### config.mk
export PLATFORM = sky130hd
export DESIGN_NAME = load_store_unit_flat
export DESIGN_NICKNAME = d
export VERILOG_FILES = /design/src/rtl/load_store_unit_if.sv /design/src/rtl/load_store_unit.sv /design/src/flat_wrapper.sv
export SDC_FILE = /design/constraint.sdc
export NUM_CORES = 1
export LEC_CHECK = 0
export CORE_MARGIN = 3
export CORE_UTILIZATION = 60
export CTS_CLUSTER_DIAMETER = 200
export DETAILED_ROUTE_END_ITERATION = 6
export DONT_BUFFER_PORTS = 1
export GPL_TIMING_DRIVEN = 0
export PLACE_DENSITY_LB_ADDON = 0.3
export SLEW_MARGIN = 10
export SYNTH_ARGS = -nofsm -noshare
export SYNTH_HDL_FRONTEND = slang
export SYNTH_SLANG_ARGS = --single-unit
### constraint.sdc
create_clock -name clk -period 9.87 [get_ports clk]
set_input_delay 0 -clock clk [delete_from_list [all_inputs] [get_ports clk]]
set_output_delay 0 -clock clk [all_outputs]
set_load 0.01 [all_outputs]
### src/rtl/load_store_unit_if.sv
// load_store_unit_if: pipeline request/response and word-only data_memory port of the load/store unit
//   master : pipeline + memory side (drives requests and mem_rdata)
//   slave  : load_store_unit side (drives stall, response and memory strobes)
interface load_store_unit_if;
   logic        req_valid;
   logic        req_we;
   logic        req_unsigned;
   logic [1:0]  req_size;
   logic [31:0] req_addr;
   logic [31:0] req_wdata;
   logic        stall;
   logic        rsp_valid;
   logic        misalign;
   logic [31:0] rsp_rdata;
   logic        mem_read;
   logic        mem_write;
   logic [31:0] mem_adr;
   logic [31:0] mem_wdata;
   logic [31:0] mem_rdata;
   modport master (
      output req_valid, req_we, req_unsigned, req_size, req_addr, req_wdata, mem_rdata,
      input  stall, rsp_valid, misalign, rsp_rdata, mem_read, mem_write, mem_adr, mem_wdata
   );
   modport slave (
      input  req_valid, req_we, req_unsigned, req_size, req_addr, req_wdata, mem_rdata,
      output stall, rsp_valid, misalign, rsp_rdata, mem_read, mem_write, mem_adr, mem_wdata
   );
endinterface

### src/rtl/load_store_unit.sv
// load_store_unit: MEM-stage initiator turning byte/half/word loads and stores into word accesses
//   clk : clock, all state on posedge
//   rst : asynchronous active-high reset
//   lsu : slave side of load_store_unit_if (request in, stall/response out, data_memory strobes)
module load_store_unit #(
   parameter int WAIT_CYCLES = 0,
   parameter int ALIGN_CHECK = 1
) (
   input logic              clk,
   input logic              rst,
   load_store_unit_if.slave lsu
);
   localparam int CW = WAIT_CYCLES > 0 ? $clog2(WAIT_CYCLES + 1) : 1;
   typedef enum logic [1:0] {IDLE, RD, WR, DONE} state_t;
   state_t      r_state;
   logic [31:0] r_addr;
   logic [31:0] r_wdata;
   logic [31:0] r_buf;
   logic [31:0] r_rdata;
   logic [1:0]  r_size;
   logic        r_we;
   logic        r_uns;
   logic        r_mis;
   logic [CW-1:0] r_cnt;
   logic        w_mis;
   logic        w_last;
   logic [7:0]  w_byte;
   logic [15:0] w_half;
   logic [31:0] w_ext;
   logic [31:0] w_merged;

   // size 11 counts as word, so req_size[1] selects word handling everywhere
   assign w_mis  = (ALIGN_CHECK != 0) &&
                   ((lsu.req_size == 2'b01 && lsu.req_addr[0]) ||
                    (lsu.req_size[1] && lsu.req_addr[1:0] != 2'b00));
   assign w_last = r_cnt == CW'(WAIT_CYCLES);

   // load data is extracted from the word as it enters r_buf, so it is ready in DONE
   assign w_byte = lsu.mem_rdata[{r_addr[1:0], 3'b000} +: 8];
   assign w_half = lsu.mem_rdata[{r_addr[1], 4'b0000} +: 16];
   assign w_ext  = r_size[1] ? lsu.mem_rdata :
                   r_size[0] ? {{16{w_half[15] & ~r_uns}}, w_half} :
                               {{24{w_byte[7] & ~r_uns}}, w_byte};

   always_comb begin
      w_merged = r_buf;
      if (r_size[1]) w_merged = r_wdata;
      else if (r_size[0]) w_merged[{r_addr[1], 4'b0000} +: 16] = r_wdata[15:0];
      else w_merged[{r_addr[1:0], 3'b000} +: 8] = r_wdata[7:0];
   end

   always_ff @(posedge clk or posedge rst) begin
      if (rst) begin
         r_state <= IDLE;
         r_addr  <= '0;
         r_wdata <= '0;
         r_buf   <= '0;
         r_rdata <= '0;
         r_size  <= '0;
         r_we    <= 1'b0;
         r_uns   <= 1'b0;
         r_mis   <= 1'b0;
         r_cnt   <= '0;
      end else begin
         case (r_state)
            IDLE: if (lsu.req_valid) begin
               r_addr  <= lsu.req_addr;
               r_wdata <= lsu.req_wdata;
               r_size  <= lsu.req_size;
               r_we    <= lsu.req_we;
               r_uns   <= lsu.req_unsigned;
               r_mis   <= w_mis;
               r_cnt   <= '0;
               if (w_mis) begin
                  r_rdata <= '0;
                  r_state <= DONE;
               end else r_state <= (lsu.req_we && lsu.req_size[1]) ? WR : RD;
            end
            RD: if (w_last) begin
               r_buf   <= lsu.mem_rdata;
               r_cnt   <= '0;
               r_state <= r_we ? WR : DONE;
               if (!r_we) r_rdata <= w_ext;
            end else r_cnt <= r_cnt + CW'(1);
            WR: if (w_last) begin
               r_rdata <= '0;
               r_state <= DONE;
            end else r_cnt <= r_cnt + CW'(1);
            default: r_state <= IDLE;
         endcase
      end
   end

   // stall drops in DONE so the pipeline advances exactly once per request
   assign lsu.stall     = (r_state == IDLE && lsu.req_valid) || r_state == RD || r_state == WR;
   assign lsu.rsp_valid = r_state == DONE;
   assign lsu.misalign  = r_state == DONE && r_mis;
   assign lsu.rsp_rdata = r_rdata;
   assign lsu.mem_read  = r_state == RD;
   assign lsu.mem_write = r_state == WR;
   assign lsu.mem_adr   = {r_addr[31:2], 2'b00};
   assign lsu.mem_wdata = w_merged;
endmodule

### src/flat_wrapper.sv
// flat-port wrapper written by rule: the top's interface ports become plain ports
module load_store_unit_flat 
#(
   parameter int WAIT_CYCLES = 0,
   parameter int ALIGN_CHECK = 1
)
  (clk, rst, lsu_req_valid, lsu_req_we, lsu_req_unsigned, lsu_req_size, lsu_req_addr, lsu_req_wdata, lsu_mem_rdata, lsu_stall, lsu_rsp_valid, lsu_misalign, lsu_rsp_rdata, lsu_mem_read, lsu_mem_write, lsu_mem_adr, lsu_mem_wdata);
  load_store_unit_if lsu_i ();
  input logic clk;
  input logic rst;
  input wire logic [$bits(lsu_i.req_valid)-1:0] lsu_req_valid;
  input wire logic [$bits(lsu_i.req_we)-1:0] lsu_req_we;
  input wire logic [$bits(lsu_i.req_unsigned)-1:0] lsu_req_unsigned;
  input wire logic [$bits(lsu_i.req_size)-1:0] lsu_req_size;
  input wire logic [$bits(lsu_i.req_addr)-1:0] lsu_req_addr;
  input wire logic [$bits(lsu_i.req_wdata)-1:0] lsu_req_wdata;
  input wire logic [$bits(lsu_i.mem_rdata)-1:0] lsu_mem_rdata;
  output wire logic [$bits(lsu_i.stall)-1:0] lsu_stall;
  output wire logic [$bits(lsu_i.rsp_valid)-1:0] lsu_rsp_valid;
  output wire logic [$bits(lsu_i.misalign)-1:0] lsu_misalign;
  output wire logic [$bits(lsu_i.rsp_rdata)-1:0] lsu_rsp_rdata;
  output wire logic [$bits(lsu_i.mem_read)-1:0] lsu_mem_read;
  output wire logic [$bits(lsu_i.mem_write)-1:0] lsu_mem_write;
  output wire logic [$bits(lsu_i.mem_adr)-1:0] lsu_mem_adr;
  output wire logic [$bits(lsu_i.mem_wdata)-1:0] lsu_mem_wdata;
  assign lsu_i.req_valid = lsu_req_valid;
  assign lsu_i.req_we = lsu_req_we;
  assign lsu_i.req_unsigned = lsu_req_unsigned;
  assign lsu_i.req_size = lsu_req_size;
  assign lsu_i.req_addr = lsu_req_addr;
  assign lsu_i.req_wdata = lsu_req_wdata;
  assign lsu_i.mem_rdata = lsu_mem_rdata;
  assign lsu_stall = lsu_i.stall;
  assign lsu_rsp_valid = lsu_i.rsp_valid;
  assign lsu_misalign = lsu_i.misalign;
  assign lsu_rsp_rdata = lsu_i.rsp_rdata;
  assign lsu_mem_read = lsu_i.mem_read;
  assign lsu_mem_write = lsu_i.mem_write;
  assign lsu_mem_adr = lsu_i.mem_adr;
  assign lsu_mem_wdata = lsu_i.mem_wdata;
  load_store_unit #(.WAIT_CYCLES(WAIT_CYCLES), .ALIGN_CHECK(ALIGN_CHECK)) u_core (.clk(clk), .rst(rst), .lsu(lsu_i));
endmodule
==> results.md, run 1 <==
- Fillers: 658
- Post_cts resized: 0
- Leakage: 3.87 nW
- #FFs+latches synth: 135
- Worst rel slew slack: 46.5%
- Initial antenna violation count: 0
- Sw power: 1.36 mW
- Cell taking the most area after synthesis: dfrtp_1
- CTS Buf Count: 17
- Power share of the clock group: 19.4%
- Worst-Margin Slew: 803 ps
- Grt total ovfl: 0
- Critical-path cell list: buf_6 > clkinv_1 > ha_1 > nor2_1 > and4_1 > clkbuf_1 > a221oi_1 > a221oi_1
- Synthesized area: 6980 sq um
- Stages on the worst setup path: 8
- CP most frequent cell: a221oi_1
- Die W: 114 um
- Post-synth top area share: 48.4%
- Avg Inst Size Synth: 11.6 sq um
- Setup_tns: 0 ps
- YS warnings: 0
- Starting Density: 63.0%
- Crit start category: flip-flop
- Final WL: 23.3 mm
- Worst EP required: 9870 ps
- Post-CTS setup buffer count: 0
- DRC: 0
- Ys flop type: dfrtp_1
- Die area: 13000 sq um
- Drt wl/cell: 26.5 um
- Period utilization: 31.1%
- IO Count: 204
- Hold Fails Final Rpt: 0
- Clk sinks: 135
- Clk_skew: 7.80 ps
- Maximum VDD drop: 243 uV
- Synthesized instance count: 603
- CP Launch Point: u_core.r_addr[1]
- Crit path buffers/inverters: 3
- Sw frac: 41.8%
- Yosys cell types: 52
- PwrDens: 371 nW/um^2
- # Max-Cap Violations: 0
- CTS clk-pin slew, worst paths: 50 ps
- Slew Limit Fails: 0
- First-pass GRT wire length: 36.3 mm
- Status: complete, no violations
- Tot Pwr: 3.26 mW
- Worst r2r src: u_core.r_state[1]
- RSZ-0062 raised after global routing: false
- Comb power frac: 46.1%
- Detailed Place HPWL: 14.9 mm
- CTS tree: built
- GPL Wtd Cong: 0.944
- Hold slack: 19.6 ps
- Hold Crit Class: input port to flip-flop
- Min-Delay Startpoint: lsu_mem_rdata[30]
- CP max-delay cell: a221oi_1
- Critical path class: flip-flop to primary output
- Port Buf Inserts: 0
- Final setup vio count: 0
- Share of post-route cells with drive strength above 1: 24.0%
- Die Y: 114 um
- H-tree depth: 4
- Share of synthesized registers carrying an async set or reset: 100%
- Crit path max-delay family: buffers and inverters
- Largest net degree at the start of global routing: 73
- Clk buf depth: 2
- Crit. End Element: primary output
- Vias in the first global route: 6247
- Total core area: 11100 sq um
- Crit path arrival time: 3070 ps
- Area growth syn-to-layout: 25.9%
- Commonest non-fill, non-tap cells in the layout: 135 x dfrtp_1, 102 x dlygate4sd3_1, 101 x mux2_2
- ANT cells: 0
- Via density: 6.55
- Register share of total power: 34.5%
- Slack of the worst reg-to-reg path: 7350 ps
- Fmax: 325 MHz
- Number of DRC markers in iteration 0: 555
- Final worst path period need: 3070 ps
- FP Rows: 38
- Drt first pass iters: 5
- CTS Hold Bufs: 102
- Seq/Total Area, Yosys: 48.4%
- Hold path depth: 3
- Clk_lat worst skew: 420 ps
- ANT nets after route: 0
- Crit-path max FO: 10
- GRT Resource Usage Total: 37.0%
- Area contributors post-synth: dfrtp_1 48%, mux2_2 16%, a221oi_1 4.1%
- Int Pwr: 1.90 mW
- Nets: 838
- Slowest stage delay, CP: 550 ps
- Clock Root Buffer: clkbuf_16
- Post-synth EDFFs: 0
- Routed via count: 5745
- Cell count of the worst reg-to-reg path: 6
- Most common cell after layout, fill and taps aside: dfrtp_1
## cell usage after synthesis (all sizes together) (4+ instances only)
library cell,instances
o2bb2ai,19
a221oi,33
buf,48
nor3,5
and2,7
inv,32
nor2,25
mux2i,22
o21ai,13
nand2,24
clkbuf,22
a21oi,12
a22o,25
o221ai,6
ha,9
dfrtp,135
mux2,101
nand2b,8
nand3,4
nor2b,6
## worst min-delay path, delay by kind of cell
family	cells	cell delay, ps
simple gates	1	170
mux	1	70
compound gates	1	160
## cells by family after synthesis
group                      Yosys count  share of synthesized area, %
other                                1                        0.0537
AOI/OAI and AO/OA                  141                          16.4
buffers and inverters              103                          7.64
and+or+nand+nor                     91                          6.47
adders and majority gates            9                          1.61
DFF                                135                          48.4
muxes                              123                          19.5
## power by group through the flow
stage / sequential (mW) / clock (mW) / combinational, mW
after global placement: 1.10 / 0 / 1.36
after CTS: 1.10 / 0.632 / 1.46
after detailed placement: 1.11 / 0 / 1.41
final: 1.13 / 0.631 / 1.50
after floorplan: 1.01 / 0 / 1.14
after global routing: 1.15 / 0.660 / 1.62
## layout make-up
type / instances / area (sq um) / area share [%]
multi-input cells: 366 / 3070 / 34.9
repair buffers: 103 / 1050 / 11.9
inverters: 33 / 129 / 1.47
flip-flops and latches: 135 / 3380 / 38.4
well taps: 140 / 175 / 1.99
clock buffers: 21 / 450 / 5.13
plain buffers: 70 / 409 / 4.66
clock inverters: 9 / 128 / 1.45
## registers in the layout, summed over array words and instances, names as in the netlist
name                  cells
u_core.r_mis              1
u_core.r_state            2
u_core.lsu.rsp_rdata     32
u_core.r_uns              1
u_core.r_wdata           32
u_core.r_size             2
u_core.r_buf             32
u_core.r_addr            32
u_core.r_we               1
## stage by stage
stage | setup WS [ps] | instances | utilization, % | cell area, sq um
final | 6800 | 877 | 79.3 | 8790
after global routing | 6680 | 877 | 79.3 | 8790
after CTS | 6910 | 877 | 79.3 | 8790
after detailed placement | 7350 | 745 | 64.9 | 7190
after global placement | 5100 | 744 | 64.6 | 7160
after floorplan | 6260 | 604 | - | 6980
## per-layer routing
metal	GRT usage [%]	routed length [um]	vias up
met5	0	0	-
met4	15.9	971	0
met3	11.5	2150	72
met2	61.1	11200	370
met1	45.1	8910	2853
li1	-	-	2450
## final timing paths
path	endpoint
worst min-delay path	u_core.lsu.rsp_rdata[14]
worst max-delay path	lsu_mem_wdata[21]
min in group asynchronous	u_core.r_buf[0]
max in group asynchronous	u_core.r_buf[14]
worst max register to register	u_core.lsu.rsp_rdata[9]
worst min register to register	u_core.r_wdata[22]
(Power assumes the default switching activity.)
==> inputs of run 2 (changes only) <==
==> constraint.sdc (replaced) <==
create_clock -name clk -period 2.98 [get_ports clk]
set_input_delay 0 -clock clk [delete_from_list [all_inputs] [get_ports clk]]
set_output_delay 0 -clock clk [all_outputs]
set_load 0.01 [all_outputs]
==> results.md, run 2 (synthesis results as in run 1) <==
- Status: complete, no violations
- DRC: 0
- CTS clk-pin slew, worst paths: 60 ps
- Hold Fails Final Rpt: 0
- Clk_lat worst skew: 420 ps
- Crit start category: flip-flop
- PwrDens: 1240 nW/um^2
- Drt first pass iters: 5
- Largest net degree at the start of global routing: 40
- Crit. End Element: primary output
- Crit path arrival time: 2880 ps
- Drt wl/cell: 26.7 um
- CP max-delay cell: dfrtp_1
- CTS tree: built
- DP Cell Count: 747
- Setup_tns: 0 ps
- Critical path class: flip-flop to primary output
- First-pass GRT wire length: 35.5 mm
- Period utilization: 96.8%
- # Max-Cap Violations: 0
- Maximum VDD drop: 774 uV
- Area growth syn-to-layout: 28.2%
- RSZ-0062 raised after global routing: false
- Grt total ovfl: 0
- IO Count: 204
- ANT nets after route: 0
- Port Buf Inserts: 0
- Nets: 839
- Commonest non-fill, non-tap cells in the layout: 135 x dfrtp_1, 102 x dlygate4sd3_1, 101 x mux2_2
- Total core area: 11100 sq um
- Final WL: 23.5 mm
- Worst-Margin Slew: 869 ps
- Slowest stage delay, CP: 410 ps
- Starting Density: 63.0%
- CTS Buf Count: 17
- GPL Wtd Cong: 0.930
- Slack of the worst reg-to-reg path: 400 ps
- Initial antenna violation count: 0
- Final worst path period need: 2880 ps
- Number of DRC markers in iteration 0: 697
- Worst EP required: 2980 ps
- Most common cell after layout, fill and taps aside: dfrtp_1
- Crit-path max FO: 10
- Worst r2r src: u_core.r_state[1]
- Die W: 114 um
- Multi-input gate area: 3160 sq um
- Fin cells: 880
- Finished Core Util: 80.8%
- Worst rel slew slack: 41.9%
- Clk_skew: 11.2 ps
- Hold Crit Class: input port to flip-flop
- Clk buf depth: 2
- Vias in the first global route: 6183
- Clk sinks: 135
- Clock Root Buffer: clkbuf_16
- Min-Delay Startpoint: lsu_mem_rdata[21]
- Leakage: 3.92 nW
- CP Launch Point: u_core.r_addr[1]
- Final setup vio count: 0
- Hold slack: 20.8 ps
- Die Y: 114 um
- FP Rows: 38
- Die area: 13000 sq um
- Grt met3 use: 10.9%
- GRT Resource Usage Total: 36.3%
- Critical-path cell list: buf_6 > clkinv_1 > ha_1 > nor2_1 > and4_1 > clkbuf_1 > a221oi_1 > a221oi_2
- FF+latch area: 3380 sq um
- H-tree depth: 4
- GRT busiest layer: met2
- Share of post-route cells with drive strength above 1: 26.8%
- Detailed Place HPWL: 15.2 mm
- Met1 Resource Use GR: 43.8%
- Met2 Usage GRT: 60.2%
- ANT cells: 0
- Fillers: 630
- Via density: 6.51
- Slew Limit Fails: 0
- Fmax: 347 MHz
- Tot Pwr: 11.1 mW
- Routed via count: 5731
-- run 2: cell count changes in the layout (fill, tap and decap cells not counted), moves of 2 or more --
cell        delta
clkbuf_8       +2
a221oi_1      -15
clkinvlp_4     +4
clkinv_4       -2
clkbuf_1       -3
a221oi_2      +15
buf_12         +3
-- run 2: layout make-up --
cell class / count / share of cell area [%]
plain buffers: 69 / 4.53
clock buffers: 21 / 5.26
clock inverters: 11 / 1.62
inverters: 33 / 1.43
multi-input cells: 366 / 35.4
flip-flops and latches: 135 / 37.8
well taps: 140 / 1.96
repair buffers: 105 / 12.1
-- run 2: metrics by stage --
stage | area [sq um] | worst slack [ps]
after global routing | 8950 | 10.0
after detailed placement | 7220 | 491
after floorplan | 6990 | 1040
after global placement | 7160 | 530
after CTS | 8860 | 37.8
final | 8950 | 95.2
-- run 2: final timing paths --
| path | endpoint | cells after the start |
|---|---|---|
| worst max-delay path | lsu_mem_wdata[23] | 8 |
| worst min-delay path | u_core.lsu.rsp_rdata[5] | 3 |
| worst max register to register | u_core.lsu.rsp_rdata[14] | 6 |
| worst min register to register | u_core.r_mis | 2 |
| max in group asynchronous | u_core.lsu.rsp_rdata[28] | 3 |
| min in group asynchronous | u_core.r_addr[31] | 2 |
-- run 2: repair_timing --
action                     CTS  global route
buffers inserted             0             0
hold endpoints to repair   168             0
hold buffers               102             0
setup endpoints to repair    0            16
gates resized for setup      0            15
-- run 2: routing by layer --
metal,vias to the layer above,part of all wire [%]
met4,0,3.9
met2,353,49
met5,-,0
met1,2853,38
li1,2455,-
met3,70,9.0
-- run 2: critical path, delay by kind of cell (launching register included) --
kind,cells,cell delay [ps]
adders and majority gates,1,330
DFF,1,410
AOI/OAI and AO/OA,2,560
buffers and inverters,3,800
and+or+nand+nor,2,360
-- run 2: where the power goes --
group / leakage [nW] / switching, mW / internal [mW]
sequential: 1.65 / 0.958 / 2.78
combinational: 1.97 / 2.92 / 2.27
clock: 0.296 / 0.813 / 1.38
total: 3.92 / 4.69 / 6.43
